<file path="src/rtl/id_stage.sv">
// id_stage: RV32I decode stage with operand forwarding, load-use detection and the ID/EX register
module id_stage (
  input  logic        dclk,
  input  logic        rst,
  input  logic        inst_valid_IF_i,
  input  logic [31:0] inst_IF_i,
  input  logic [31:0] pc_IF_i,
  output logic        stall_IF_o,
  output logic        re1_REG_o,
  output logic        re2_REG_o,
  output logic [4:0]  raddr1_REG_o,
  output logic [4:0]  raddr2_REG_o,
  input  logic [31:0] rdata1_REG_i,
  input  logic [31:0] rdata2_REG_i,
  input  logic        we_WB_i,
  input  logic [4:0]  waddr_WB_i,
  input  logic [31:0] wdata_WB_i,
  input  logic        we_EX_i,
  input  logic [4:0]  waddr_EX_i,
  input  logic [31:0] wdata_EX_i,
  input  logic        load_EX_i,
  input  logic        we_MEM_i,
  input  logic [4:0]  waddr_MEM_i,
  input  logic [31:0] wdata_MEM_i,
  input  logic        stall_EX_i,
  input  logic        flush_i,
  output logic        valid_EX_o,
  output logic [31:0] pc_EX_o,
  output logic [6:0]  opcode_EX_o,
  output logic [2:0]  funct3_EX_o,
  output logic        funct7b5_EX_o,
  output logic [31:0] opa_EX_o,
  output logic [31:0] opb_EX_o,
  output logic [31:0] imm_EX_o,
  output logic [31:0] rs2val_EX_o,
  output logic [4:0]  rd_EX_o,
  output logic        we_EX_o,
  output logic        illegal_EX_o
);
  localparam logic [6:0] op_lui = 7'h37, op_auipc = 7'h17, op_jal = 7'h6f, op_jalr = 7'h67,
                         op_br = 7'h63, op_ld = 7'h03, op_st = 7'h23, op_imm = 7'h13, op_op = 7'h33;
  function automatic logic uses_rs1(input logic [6:0] o);
    return o == op_jalr || o == op_br || o == op_ld || o == op_st || o == op_imm || o == op_op;
  endfunction
  function automatic logic uses_rs2(input logic [6:0] o);
    return o == op_br || o == op_st || o == op_op;
  endfunction
  logic        d_valid, hit1, hit2, use1, use2, known, loaduse, hold, adv, rd_we;
  logic [31:0] d_inst, d_pc, wb_q, imm, v1, v2, opa, opb;
  logic [6:0]  op;
  logic [4:0]  rs1, rs2, rd;
  always_comb begin
    op = d_inst[6:0];
    rs1 = d_inst[19:15];
    rs2 = d_inst[24:20];
    rd = d_inst[11:7];
    use1 = uses_rs1(op);
    use2 = uses_rs2(op);
    known = use1 || op == op_lui || op == op_auipc || op == op_jal;
    loaduse = d_valid && load_EX_i && we_EX_i && waddr_EX_i != 5'd0 &&
              ((use1 && waddr_EX_i == rs1) || (use2 && waddr_EX_i == rs2));
    hold = stall_EX_i || loaduse;
    adv = !hold || flush_i;
    stall_IF_o = hold && !flush_i && !rst;
    raddr1_REG_o = adv ? inst_IF_i[19:15] : rs1;
    raddr2_REG_o = adv ? inst_IF_i[24:20] : rs2;
    re1_REG_o = uses_rs1(adv ? inst_IF_i[6:0] : op);
    re2_REG_o = uses_rs2(adv ? inst_IF_i[6:0] : op);
    v1 = rs1 == 5'd0 ? 32'd0 :
         (we_EX_i && waddr_EX_i == rs1) ? wdata_EX_i :
         (we_MEM_i && waddr_MEM_i == rs1) ? wdata_MEM_i :
         hit1 ? wb_q : rdata1_REG_i;
    v2 = rs2 == 5'd0 ? 32'd0 :
         (we_EX_i && waddr_EX_i == rs2) ? wdata_EX_i :
         (we_MEM_i && waddr_MEM_i == rs2) ? wdata_MEM_i :
         hit2 ? wb_q : rdata2_REG_i;
    imm = (op == op_lui || op == op_auipc) ? {d_inst[31:12], 12'd0} :
          op == op_jal ? {{11{d_inst[31]}}, d_inst[31], d_inst[19:12], d_inst[20], d_inst[30:21], 1'b0} :
          op == op_br ? {{19{d_inst[31]}}, d_inst[31], d_inst[7], d_inst[30:25], d_inst[11:8], 1'b0} :
          op == op_st ? {{20{d_inst[31]}}, d_inst[31:25], d_inst[11:7]} :
          {{20{d_inst[31]}}, d_inst[31:20]};
    opa = (op == op_auipc || op == op_jal) ? d_pc : op == op_lui ? 32'd0 : v1;
    opb = (op == op_op || op == op_br) ? v2 : imm;
    rd_we = known && op != op_br && op != op_st && rd != 5'd0;
  end
  always_ff @(posedge dclk or posedge rst) begin
    if (rst) begin
      d_valid <= 1'b0;
      d_inst <= '0;
      d_pc <= '0;
      hit1 <= 1'b0;
      hit2 <= 1'b0;
      wb_q <= '0;
      valid_EX_o <= 1'b0;
      pc_EX_o <= '0;
      opcode_EX_o <= '0;
      funct3_EX_o <= '0;
      funct7b5_EX_o <= 1'b0;
      opa_EX_o <= '0;
      opb_EX_o <= '0;
      imm_EX_o <= '0;
      rs2val_EX_o <= '0;
      rd_EX_o <= '0;
      we_EX_o <= 1'b0;
      illegal_EX_o <= 1'b0;
    end else begin
      hit1 <= we_WB_i && waddr_WB_i == raddr1_REG_o && raddr1_REG_o != 5'd0;
      hit2 <= we_WB_i && waddr_WB_i == raddr2_REG_o && raddr2_REG_o != 5'd0;
      wb_q <= wdata_WB_i;
      if (adv) begin
        d_valid <= inst_valid_IF_i && !flush_i;
        d_inst <= inst_IF_i;
        d_pc <= pc_IF_i;
      end
      if (flush_i || (!stall_EX_i && loaduse)) begin
        valid_EX_o <= 1'b0;
        we_EX_o <= 1'b0;
        illegal_EX_o <= 1'b0;
      end else if (!stall_EX_i) begin
        valid_EX_o <= d_valid;
        pc_EX_o <= d_pc;
        opcode_EX_o <= op;
        funct3_EX_o <= d_inst[14:12];
        funct7b5_EX_o <= d_inst[30];
        opa_EX_o <= opa;
        opb_EX_o <= opb;
        imm_EX_o <= imm;
        rs2val_EX_o <= v2;
        rd_EX_o <= rd;
        we_EX_o <= d_valid && rd_we;
        illegal_EX_o <= d_valid && !known;
      end
    end
  end
endmodule

</file>
<file path="config.mk">
export PLATFORM = sky130hd
export DESIGN_NAME = id_stage
export DESIGN_NICKNAME = d
export VERILOG_FILES = /design/src/rtl/id_stage.sv
export SDC_FILE = /design/constraint.sdc
export NUM_CORES = 1
export LEC_CHECK = 0
export ABC_AREA = 1
export ABC_CLOCK_PERIOD_IN_PS = 13900
export CAP_MARGIN = 0
export CELL_PAD_IN_SITES_DETAIL_PLACEMENT = 0
export CELL_PAD_IN_SITES_GLOBAL_PLACEMENT = 2
export CORE_MARGIN = 3
export CORE_UTILIZATION = 28
export DETAILED_ROUTE_END_ITERATION = 10
export PLACE_DENSITY = 0.92
export REMOVE_ABC_BUFFERS = 1
export SKIP_CTS_REPAIR_TIMING = 1
export SYNTH_ARGS = -nofsm -noshare
export SYNTH_HDL_FRONTEND = slang
export SYNTH_SLANG_ARGS = --single-unit
export TNS_END_PERCENT = 10
</file>
<file path="constraint.sdc">
create_clock -name dclk -period 13.9 [get_ports dclk]
set_input_delay 1.39 -clock dclk [delete_from_list [all_inputs] [get_ports dclk]]
set_output_delay 1.39 -clock dclk [all_outputs]
set_load 0.01 [all_outputs]
</file>
Word-level counts from Yosys, hierarchy flattened
Index checks and enable logic that the tools add are counted.

Equal/unequal tests: 24. Mux-type cells: 24. Bitwise logic cells: 2. Reduce and logical (&&, ||, !) cells: 59.

Operators with widths (number): $mux 32 (11); $eq 7x6->1 const B (5); $eq 7x7->1 const B (5); $mux 31 (1); $eq 5x5->1 (6); $logic_or 1x1->1 (24); $logic_and 1x1->1 (23); $eq 7x5->1 const B (3); $mux 20 (1); $reduce_bool 5->1 (4); $mux 5 (3); $eq 7x2->1 const B (2); $mux 12 (1); $logic_not 5->1 (2); $mux 7 (1); $ne 7x6->1 const B (1); $ne 7x7->1 const B (1); $mux 1 (6); $logic_not 1->1 (5); $ne 2x1->1 const B (1); $not 1->1 (2); $reduce_and 2->1 (1).

Flip-flop bits (word level): 278. Output and inout port bits: 192.

Longest topological paths before layout
Gate-level depths: netlist (run 1).

Word-level depth: 19. Depth in mapped cells: 17. Mapped depth without buffers: 16.

Worst setup path after synthesis (run 1)
No wires, ideal clock.

Path type: in2out. Start point: in waddr_EX_i[1]. End point: out re2_REG_o. Arrival time: 2666 ps. Data required time: 12510 ps. Setup slack: 9844 ps. Cell stages on the path: 16. Path buffers: 1. Path through: inv_1 > nand2_1 > nand2_1 > nand2_1 > nor2_1 > nand3_1 > nand2_1 > nand3_2 > nand2_2 > buf_6 > nand2_1 > o21ai_1 > nand2_1 > nor2_2 > inv_1 > nor2_1.

Longest elaborated chain between the ends: 11. Elaborated cells on any way between the ends: 17.

Ends and longest elaborated chain: start: declaration (line 19) `input logic [4:0] waddr_EX_i,`; $eq 5x5->1 (line 61) `((use1 && waddr_EX_i == rs1) || (use2 && waddr_EX_i == rs2));`; $logic_and 1x1->1 (line 61); $logic_or 1x1->1 (line 61); $logic_and 1x1->1 (*) (line 60) `loaduse = d_valid && load_EX_i && we_EX_i && waddr_EX_i != 5'd0 &&`; $logic_or 1x1->1 (*) (line 62) `hold = stall_EX_i || loaduse;`; $logic_not 1->1 (*) (line 63) `adv = !hold || flush_i;`; $logic_or 1x1->1 (*) (line 63); $mux 7 (*) (line 68) `re2_REG_o = uses_rs2(adv ? inst_IF_i[6:0] : op);`; $eq 7x7->1 / $eq 7x6->1 (equally long branches) (line 46) `return o == op_br || o == op_st || o == op_op;`; $logic_or 1x1->1 (line 46); $logic_or 1x1->1 (*) (line 46); end: declaration (line 10) `output logic re2_REG_o,`.

Every way passes the cells marked *; elsewhere a longest branch is shown, timed or not.

Worst setup path in the final report (run 1)
Start point: in waddr_EX_i[1]. End point: out re1_REG_o.

Longest elaborated chain between the ends: 14. Elaborated cells on any way between the ends: 23.

Ends and longest elaborated chain: $eq 5x5->1 (line 61); $logic_and 1x1->1 (line 61); $logic_or 1x1->1 (line 61); $logic_and 1x1->1 (*) (line 60); $logic_or 1x1->1 (*) (line 62); $logic_not 1->1 (*) (line 63); $logic_or 1x1->1 (*) (line 63); $mux 7 (*) (line 67) `re1_REG_o = uses_rs1(adv ? inst_IF_i[6:0] : op);`; $eq 7x7->1 (line 43) `return o == op_jalr || o == op_br || o == op_ld || o == op_st || o == op_imm || o == op_op;`; $logic_or 1x1->1 (4 in a row) (line 43); $logic_or 1x1->1 (*) (line 43); end: declaration (line 9) `output logic re1_REG_o,`.

Marked as above.

==> results of run 1 <==
==> placed cells by master (no fill, tap or decap), drive strengths merged <==
cell           netlist  routed
a21oi               46      46
a22o                 8       8
a2bb2oi              5       5
a31oi                7       7
buf                 58      17
bufinv               0       4
clkbuf              49      51
clkdlybuf4s50        0     439
clkinv               1       8
clkinvlp             0       1
dfrtp              278     278
diode                0       3
inv                 95      96
nand2              731     731
nand3               76      76
nand3b               1       1
nand4                5       5
nor2                71      71
nor3                 2       2
o2111ai              1       1
o211ai              25      25
o21ai              258     258
o21bai              21      21
o221ai               9       9
o22ai                6       6
o311ai               1       1
o31ai                2       2
xnor2                2       2
xor2                 7       7
==> worst max-delay path, delay by kind of cell <==
| kind | cells | cell delay [ps] |
|---|---|---|
| AND/OR/NAND/NOR | 14 | 1730 |
| buffers and inverters | 4 | 2130 |
==> how the worst min path moves through the flow <==
stage                   endpoint  depth (start not counted)  slack, ps         start
floorplan                d_pc[0]                          2        450       d_pc[0]
global placement        d_pc[10]                          2        460      d_pc[10]
detailed placement  opb_EX_o[24]                          2        460  opb_EX_o[24]
CTS                 opb_EX_o[24]                          2        480  opb_EX_o[24]
global route            d_pc[15]                          2        490      d_pc[15]
finish              opb_EX_o[24]                          2        480  opb_EX_o[24]
==> power by group <==
group,internal (W),total [W],switching [W],leakage [nW]
Combinational,0.000270,0.000543,0.000273,5.22
Clock,0.000605,0.000978,0.000373,0.610
Sequential,0.000907,0.000976,0.0000685,3.39
==> Yosys cell counts (all sizes together) (8+ instances only) <==
library cell,count,area [um2]
a21oi,46,234
buf,58,323
nand2,731,2760
o221ai,9,78.8
a22o,8,70.1
o21ai,258,1300
nand3,76,390
o211ai,25,188
dfrtp,278,6960
clkbuf,49,184
o21bai,21,158
inv,95,357
nor2,71,289
==> sequential cells by signal (all words and copies together), names as in the netlist, 3 cells and up <==
register,cells
pc_EX_o,32
d_pc,32
opcode_EX_o,7
wb_q,32
rs2val_EX_o,32
opa_EX_o,32
opb_EX_o,32
funct3_EX_o,3
rd_EX_o,5
imm_EX_o,32
d_inst,32
==> routing by layer <==
metal | share of wire, % | vias to the layer above
li1 | - | 6499
met1 | 43 | 6631
met2 | 46 | 548
met3 | 8.1 | 92
met4 | 2.7 | 6
met5 | 0.075 | -
==> cell families (layout without fill, tap and decap cells) <==
logic type / after synthesis / count (layout)
AO/OA/AOI/OAI: 389 / 389
XOR/XNOR: 9 / 9
buffers and inverters: 203 / 616
flip-flops: 278 / 278
other: 0 / 3
AND/OR/NAND/NOR: 886 / 886
==> per-stage QoR <==
stage                     instance area [um2]  power [W]
after floorplan                         13100    0.00119
after global placement                  18400    0.00153
after detailed placement                18400    0.00153
after CTS                               19700    0.00253
after global routing                    19700    0.00262
final                                   19700    0.00250
==> area by class of cell <==
type                            count  area share [%]
Antenna cell                        3          0.0381
Clock buffer                       51            5.38
Clock inverter                     13           0.890
Inverter                           96            1.89
Multi-Input combinational cell   1284            29.6
Sequential cell                   278            35.4
Tap cell                          615            3.91
Timing Repair Buffer              456            23.0
==> qor.txt, run 1 <==
RSZ-0062 raised after global routing: false
Area of the multi-input gates: 5820 um2
Worst skew pair latency: 540 ps
MaxCap Viol Count: 0
CP Cell Sequence: clkdlybuf4s50_1, nand2_1, nand2_1, nand2_1, nor2_1, nand3_1, nand2_1, nand3_2, nand2_4, clkinv_2, buf_4, nand2_1, nand2_1, nand2_1, nor2_1, nand3_1, nand2_1, clkdlybuf4s50_1
Synthesized instance count: 1765
Fill cells: 4895
Sequential fraction of the synthesis area: 51.3%
Post-Synth Adder-Cell Area: 0%
Dpl cells: 2729
Flop2flop setup slack: 10230 ps
# setup viols final: 0
R2r startpoint: d_inst[6]
Vias per Instance: 4.93
Die area: 51100 um2
Sequential cell area: 6960 um2
Met3 Resource Use GR: 5.72%
Setup TNS: 0 ps
CP endpoint: re1_REG_o
Hold_ws: 479 ps
Total CTS buffers: 36
Vias in the first global route: 13825
WL per Instance: 21.5 um
Worst EP arrival: 5330 ps
Synthesis-to-layout area growth: 45.0%
FFs w/ async S/R, synth: 100%
R2R Path End: hit2
Detailed placer's ending HPWL: 42200 um
Worst slew margin: 17.5%
Net count, final: 2400
CTS tree: built
FF-to-FF path depth: 15
Mux share of post-synthesis cell area: 0%
Top cell by count, worst path: nand2_1
Site row count: 80
Primary FF master, synth: dfrtp_1
Final Hold Fails: 0
Core Util, Final: 41.1%
Simple-gate share of the synthesized area: 25.7%
Layer carrying the most global-route usage: met2
RD Place Congestion: 0.858
Critical path type: in -> out
Chip height: 226 um
Worst-Margin Slew: 1240 ps
Largest family of logic cells by synthesized area: simple AND/OR/NAND/NOR gates
Sink Count: 278
Crit path max-delay cell type: clkinv_2
CTS Buffer Depth: 3
Leak Pwr: 9.21 nW
Distinct cells, synth: 36
Final Worst Setup Slack: 7180 ps
Post-synth EDFFs: 0
Pre-CTS WS: 7170 ps
Boundary Pins: 440
CTS root buf: clkbuf_16
Final Max Slew Viols: 0
Starting DRT DRC Count: 922
Global Route met2 Usage: 37.8%
Gr usage total: 23.0%
Register bit total from synthesis: 278
Required time of the critical path: 12510 ps
Worst-path clk slew: 50 ps
Grt ovf: 0
Slowest stage delay, CP: 630 ps
Max Fanout on Critical Path: 41
PwrDens: 127 nW/um2
H-Tree Depth: 2
Met1 GRT Util: 30.0%
Worst hold path class: reg -> reg
Drt drc: 0
DR vias: 13776
Post-route ant nets: 0
WL final: 60300 um
Setup crit end kind: output pin
Worst setup path startpoint: waddr_EX_i[1]
Tmin final: 6720 ps
Worst Skew: 11.4 ps
Peak Freq: 149 MHz
Status: complete, no violations
Starting density of the core: 28.4%
Fraction of layout cells with a size suffix above 1: 4.91%
Worst Setup Start Kind: primary input
Largest net degree at the start of global routing: 100
Area of the core: 47800 um2
Die Span X: 226 um
Initial antenna violation count: 6
Final Cycle Share: 48.3%
Yosys warns: 0
Complex-gate fraction of the synthesized area: 16.1%
First-pass GRT wire length: 88000 um
Drt pass-1 iters: 5
Post-Synth XOR/XNOR Area: 0.581%
IO Port Bufs: 439
Post-Syn Area: 13600 um2
Worst vdd ir: 0.0706 mV
Final std cells w/o fill: 2796
Synthesized area per cell: 7.69 um2
(Power assumes the default switching activity.)
==> inputs of run 2 (changes only) <==
- ABC_CLOCK_PERIOD_IN_PS: 13900 -> 6000
- CORE_UTILIZATION: 28 -> 23
- PLACE_DENSITY: 0.92 -> 0.81
- clock period: 13.9 -> 6 ns (I/O delays scaled with it)
==> run 2 against run 1 <==
  * Critical path depth decreased by 2
  * Worst setup slack got worse by 5700 ps
  * Sequential power increased by 130%
==> qor.txt, run 2 (synthesized netlist as in run 1, its figures left out) <==
Status: complete, no violations
Setup TNS: 0 ps
Crit path max-delay cell type: nand2_4
Synthesis-to-layout area growth: 46.8%
Hold path start: opb_EX_o[16]
Fraction of layout cells with a size suffix above 1: 5.13%
CTS root buf: clkbuf_16
CP Cell Sequence: inv_2, nand3_1, a21oi_2, nor2_2, nor2_4, nand3_2, nand2_4, clkinv_2, buf_4, nand2_1, nand2_1, nand2_1, nor2_1, nand3_1, nand2_1, clkdlybuf4s50_1
Area of the core: 58000 um2
Drt drc: 0
Die area: 62000 um2
Vias in the first global route: 14021
Drt pass-1 iters: 5
Most common cell after layout, fill and taps aside: nand2_1
Worst slew margin: 17.5%
Gr usage total: 20.5%
Worst hold path class: reg -> reg
Worst-Margin Slew: 1240 ps
Post-route ant nets: 0
Boundary Pins: 440
Die Span X: 249 um
H-Tree Depth: 2
Total CTS buffers: 37
Leak Pwr: 9.23 nW
Largest net degree at the start of global routing: 178
Worst-path clk slew: 60 ps
FF-to-FF path depth: 15
Worst vdd ir: 0.188 mV
Hold_ws: 478 ps
Top cell by count, worst path: nand2_1
Chip height: 249 um
MaxCap Viol Count: 0
RSZ-0062 raised after global routing: false
Starting density of the core: 23.4%
# setup viols final: 0
Initial antenna violation count: 8
Worst setup path startpoint: d_inst[6]
Met3 Resource Use GR: 4.89%
IO Port Bufs: 439
Flop2flop setup slack: 2910 ps
Global Route met2 Usage: 34.1%
Setup crit end kind: output pin
Grt ovf: 0
RD Place Congestion: 0.840
DR vias: 13720
Tmin final: 4510 ps
Max Fanout on Critical Path: 34
PwrDens: 290 nW/um2
WL per Instance: 21.9 um
First-pass GRT wire length: 95700 um
Site row count: 88
Slowest stage delay, CP: 520 ps
Starting DRT DRC Count: 1001
Worst Skew: 21.4 ps
Net count, final: 2405
Sink Count: 278
Met1 GRT Util: 27.3%
R2R Path End: hit2
Peak Freq: 222 MHz
CTS tree: built
Fill cells: 6033
Worst skew pair latency: 550 ps
CTS Buffer Depth: 3
Vias per Instance: 4.64
Layer carrying the most global-route usage: met2
Final Max Slew Viols: 0
R2r startpoint: d_inst[6]
Final Hold Fails: 0
WL final: 64700 um
Cell area after placement: 18700 um2
Worst EP arrival: 3910 ps
Final Cycle Share: 75.2%
CP endpoint: re1_REG_o
Critical path type: reg -> out
Required time of the critical path: 5400 ps
Detailed placer's ending HPWL: 45000 um
Worst Setup Start Kind: flop
Finished Cell Area: 19900 um2
Most frequent cells in the layout: 726 x nand2_1, 439 x clkdlybuf4s50_1, 276 x dfrtp_1, 239 x o21ai_0, 85 x inv_1
## run 2: critical path: cells and delay by family, from the launching register on
family	cells	cell delay [ps]
buffers and inverters	4	990
and+or+nand+nor	11	1660
AOI/OAI and AO/OA	1	270
DFF	1	390
## run 2: per-stage QoR
step	instances	power, W	worst slack (ps)	util (%)
after floorplan	1658	0.00275	-2270	-
after global placement	2883	0.00357	1600	32.2
after detailed placement	2883	0.00357	1520	32.2
after CTS	2949	0.00586	1430	34.3
after global routing	2950	0.00607	1190	34.3
final	2955	0.00578	1490	34.3
## run 2: layout make-up
type	instances	area [um2]	area share [%]
Tap cell	765	957	4.81
Clock buffer	55	1130	5.65
Clock inverter	11	93.8	0.471
Multi-Input combinational cell	1284	5820	29.2
Sequential cell	278	6960	34.9
Antenna cell	6	15.0	0.0754
Inverter	96	372	1.87
Timing Repair Buffer	460	4580	23.0
## run 2: how the worst min path moves through the flow
stage	end	slack (ps)	depth (start not counted)
global route	wb_q[15]	450	1
global placement	d_pc[2]	460	2
floorplan	d_pc[0]	450	2
detailed placement	pc_EX_o[2]	460	2
CTS	wb_q[15]	450	1
finish	opb_EX_o[16]	480	2
## run 2: report_power, final
part	internal, W	total, W	switching [W]
combinational	0.000628	0.00127	0.000642
sequential	0.00210	0.00226	0.000157
clock	0.00134	0.00225	0.000907
## run 2: per-layer routing
metal  routed length (um)  part of all wire, %
met2                30400                   47
met5                   41                0.063
met1                29000                   45
met3                 4270                  6.6
met4                 1020                  1.6
==> inputs of run 3 (changes only) <==
- ABC_CLOCK_PERIOD_IN_PS: 6000 -> 4100
- clock period: 6 -> 4.1 ns (I/O delays scaled with it)
==> run 3 against run 2 <==
  * Sequential share of layout area fell by 0.20 points
  * Clock power rose by 47%
  * Clock skew down 10 ps
  * Count of clock-buffer cells in the layout is the same
  * Worst setup slack lost 1200 ps
  * Flip-flop and latch count stayed put
  * Critical endpoint is now stall_IF_o
==> qor.txt, run 3 (synthesized netlist as in run 1, its figures left out) <==
Initial antenna violation count: 5
Synthesis-to-layout area growth: 47.6%
CTS root buf: clkbuf_16
Most common cell after layout, fill and taps aside: nand2_1
Layer carrying the most global-route usage: met2
PwrDens: 423 nW/um2
First-pass GRT wire length: 95500 um
Status: complete, no violations
Final Cycle Share: 92.5%
CTS Buffer Depth: 3
RD Place Congestion: 0.817
Boundary Pins: 440
Largest net degree at the start of global routing: 107
Die area: 62000 um2
Core Util, Final: 34.5%
Critical path type: reg -> out
DR vias: 13885
Setup crit end kind: output pin
Net count, final: 2420
Starting DRT DRC Count: 1020
Max Fanout on Critical Path: 17
Top Family by Delay on Critical Path: simple AND/OR/NAND/NOR gates
Fill cells: 6087
Worst Setup Start Kind: flop
Final Max Slew Viols: 0
Worst hold path class: in -> reg
Most frequent cells in the layout: 726 x nand2_1, 439 x clkdlybuf4s50_1, 276 x dfrtp_1, 239 x o21ai_0, 85 x inv_1
Top cell by count, worst path: nand2_1
Worst-path clk slew: 60 ps
Final Hold Fails: 0
Worst EP arrival: 3380 ps
Area of the core: 58000 um2
Drt drc: 0
Flop2flop setup slack: 1210 ps
Vias per Instance: 4.69
Hold_ws: 307 ps
Met3 Resource Use GR: 5.28%
Leak Pwr: 9.29 nW
Detailed placer's ending HPWL: 46500 um
Worst slew margin: 19.9%
Drt pass-1 iters: 7
WL per Instance: 21.9 um
Grt ovf: 0
Starting density of the core: 23.4%
Post-route ant nets: 0
Sink Count: 278
Slowest stage delay, CP: 640 ps
Worst vdd ir: 0.225 mV
Die Span X: 249 um
Met1 GRT Util: 27.4%
RSZ-0062 raised after global routing: false
Gr usage total: 20.4%
Worst Skew: 11.4 ps
Peak Freq: 264 MHz
H-Tree Depth: 2
CP Cell Sequence: inv_1, nand2_1, nand2_1, nand2_1, nor2_1, nand3_1, nand2_1, nand3_2, nand2_4, clkinv_2, nor2_1, clkdlybuf4s50_1
# setup viols final: 0
Crit path buf inv count: 3
WL final: 64900 um
Global Route met2 Usage: 33.1%
Crit path max-delay cell type: clkdlybuf4s50_1
Fraction of layout cells with a size suffix above 1: 5.46%
Required time of the critical path: 3690 ps
CTS tree: built
Worst-Margin Slew: 1200 ps
Tmin final: 3790 ps
MaxCap Viol Count: 0
Chip height: 249 um
Total CTS buffers: 38
IO Port Bufs: 439
Worst skew pair latency: 540 ps
Vias in the first global route: 14121
Site row count: 88
==> run 3: power by group <==
part | switching [W] | internal [W] | leakage (nW) | total, W
Clock | 0.00128 | 0.00202 | 0.589 | 0.00330
Sequential | 0.000230 | 0.00308 | 3.39 | 0.00331
Combinational | 0.000949 | 0.000929 | 5.32 | 0.00188
Total | 0.00246 | 0.00602 | 9.29 | 0.00848
==> run 3: area by class of cell <==
type | count | area, um2 | share of cell area, %
sequential | 278 | 6960 | 34.7
multi-input combinational | 1284 | 5820 | 29.0
timing repair buffer | 474 | 4710 | 23.5
clock buffer | 55 | 1090 | 5.42
tap | 765 | 957 | 4.78
inverter | 96 | 372 | 1.86
clock inverter | 9 | 129 | 0.643
antenna | 2 | 5.00 | 0.0250
==> run 3: final timing paths <==
kind	from	end	cells past startpoint
max	d_inst[21]	stall_IF_o	12
max reg2reg	d_inst[3]	opb_EX_o[20]	11
min in group asynchronous	rst	d_pc[26]	2
min	wdata_WB_i[23]	wb_q[23]	1
min reg2reg	d_pc[0]	d_pc[0]	2
max in group asynchronous	rst	d_pc[12]	3
==> run 3: routing by layer <==
layer / routed length, um / up-vias / part of all wire, %
li1: - / 6551 / -
met5: 34 / - / 0.052
met4: 1060 / 6 / 1.6
met2: 30000 / 506 / 46
met1: 28800 / 6750 / 44
met3: 5020 / 72 / 7.7
==> run 3: worst reg2reg max path, cell delays in order (launching register included) <==
cell and delay [ps]:
dfrtp_1 400, inv_1 140, nand2_1 70, nor2_1 180, nand3_1 100, buf_4 230
inv_1 330, nor2_1 110, inv_1 410, o21ai_0 450, o21ai_0 270, nand2_1 80
==> run 3: through the flow <==
| stage | setup TNS (ps) | instance area, um2 | setup WS [ps] | std cells | total power [W] |
|---|---|---|---|---|---|
| 3_3_place_gp | 0 | 18800 | 536 | 2897 | 0.00524 |
| 4_1_cts | 0 | 20000 | 273 | 2961 | 0.00862 |
| 3_5_place_dp | 0 | 18800 | 537 | 2897 | 0.00524 |
| 5_1_grt | 0 | 20000 | 84.4 | 2961 | 0.00891 |
| 2_1_floorplan | -1244440 | 13100 | -3980 | 1658 | 0.00402 |
| 6_report | 0 | 20000 | 307 | 2963 | 0.00848 |
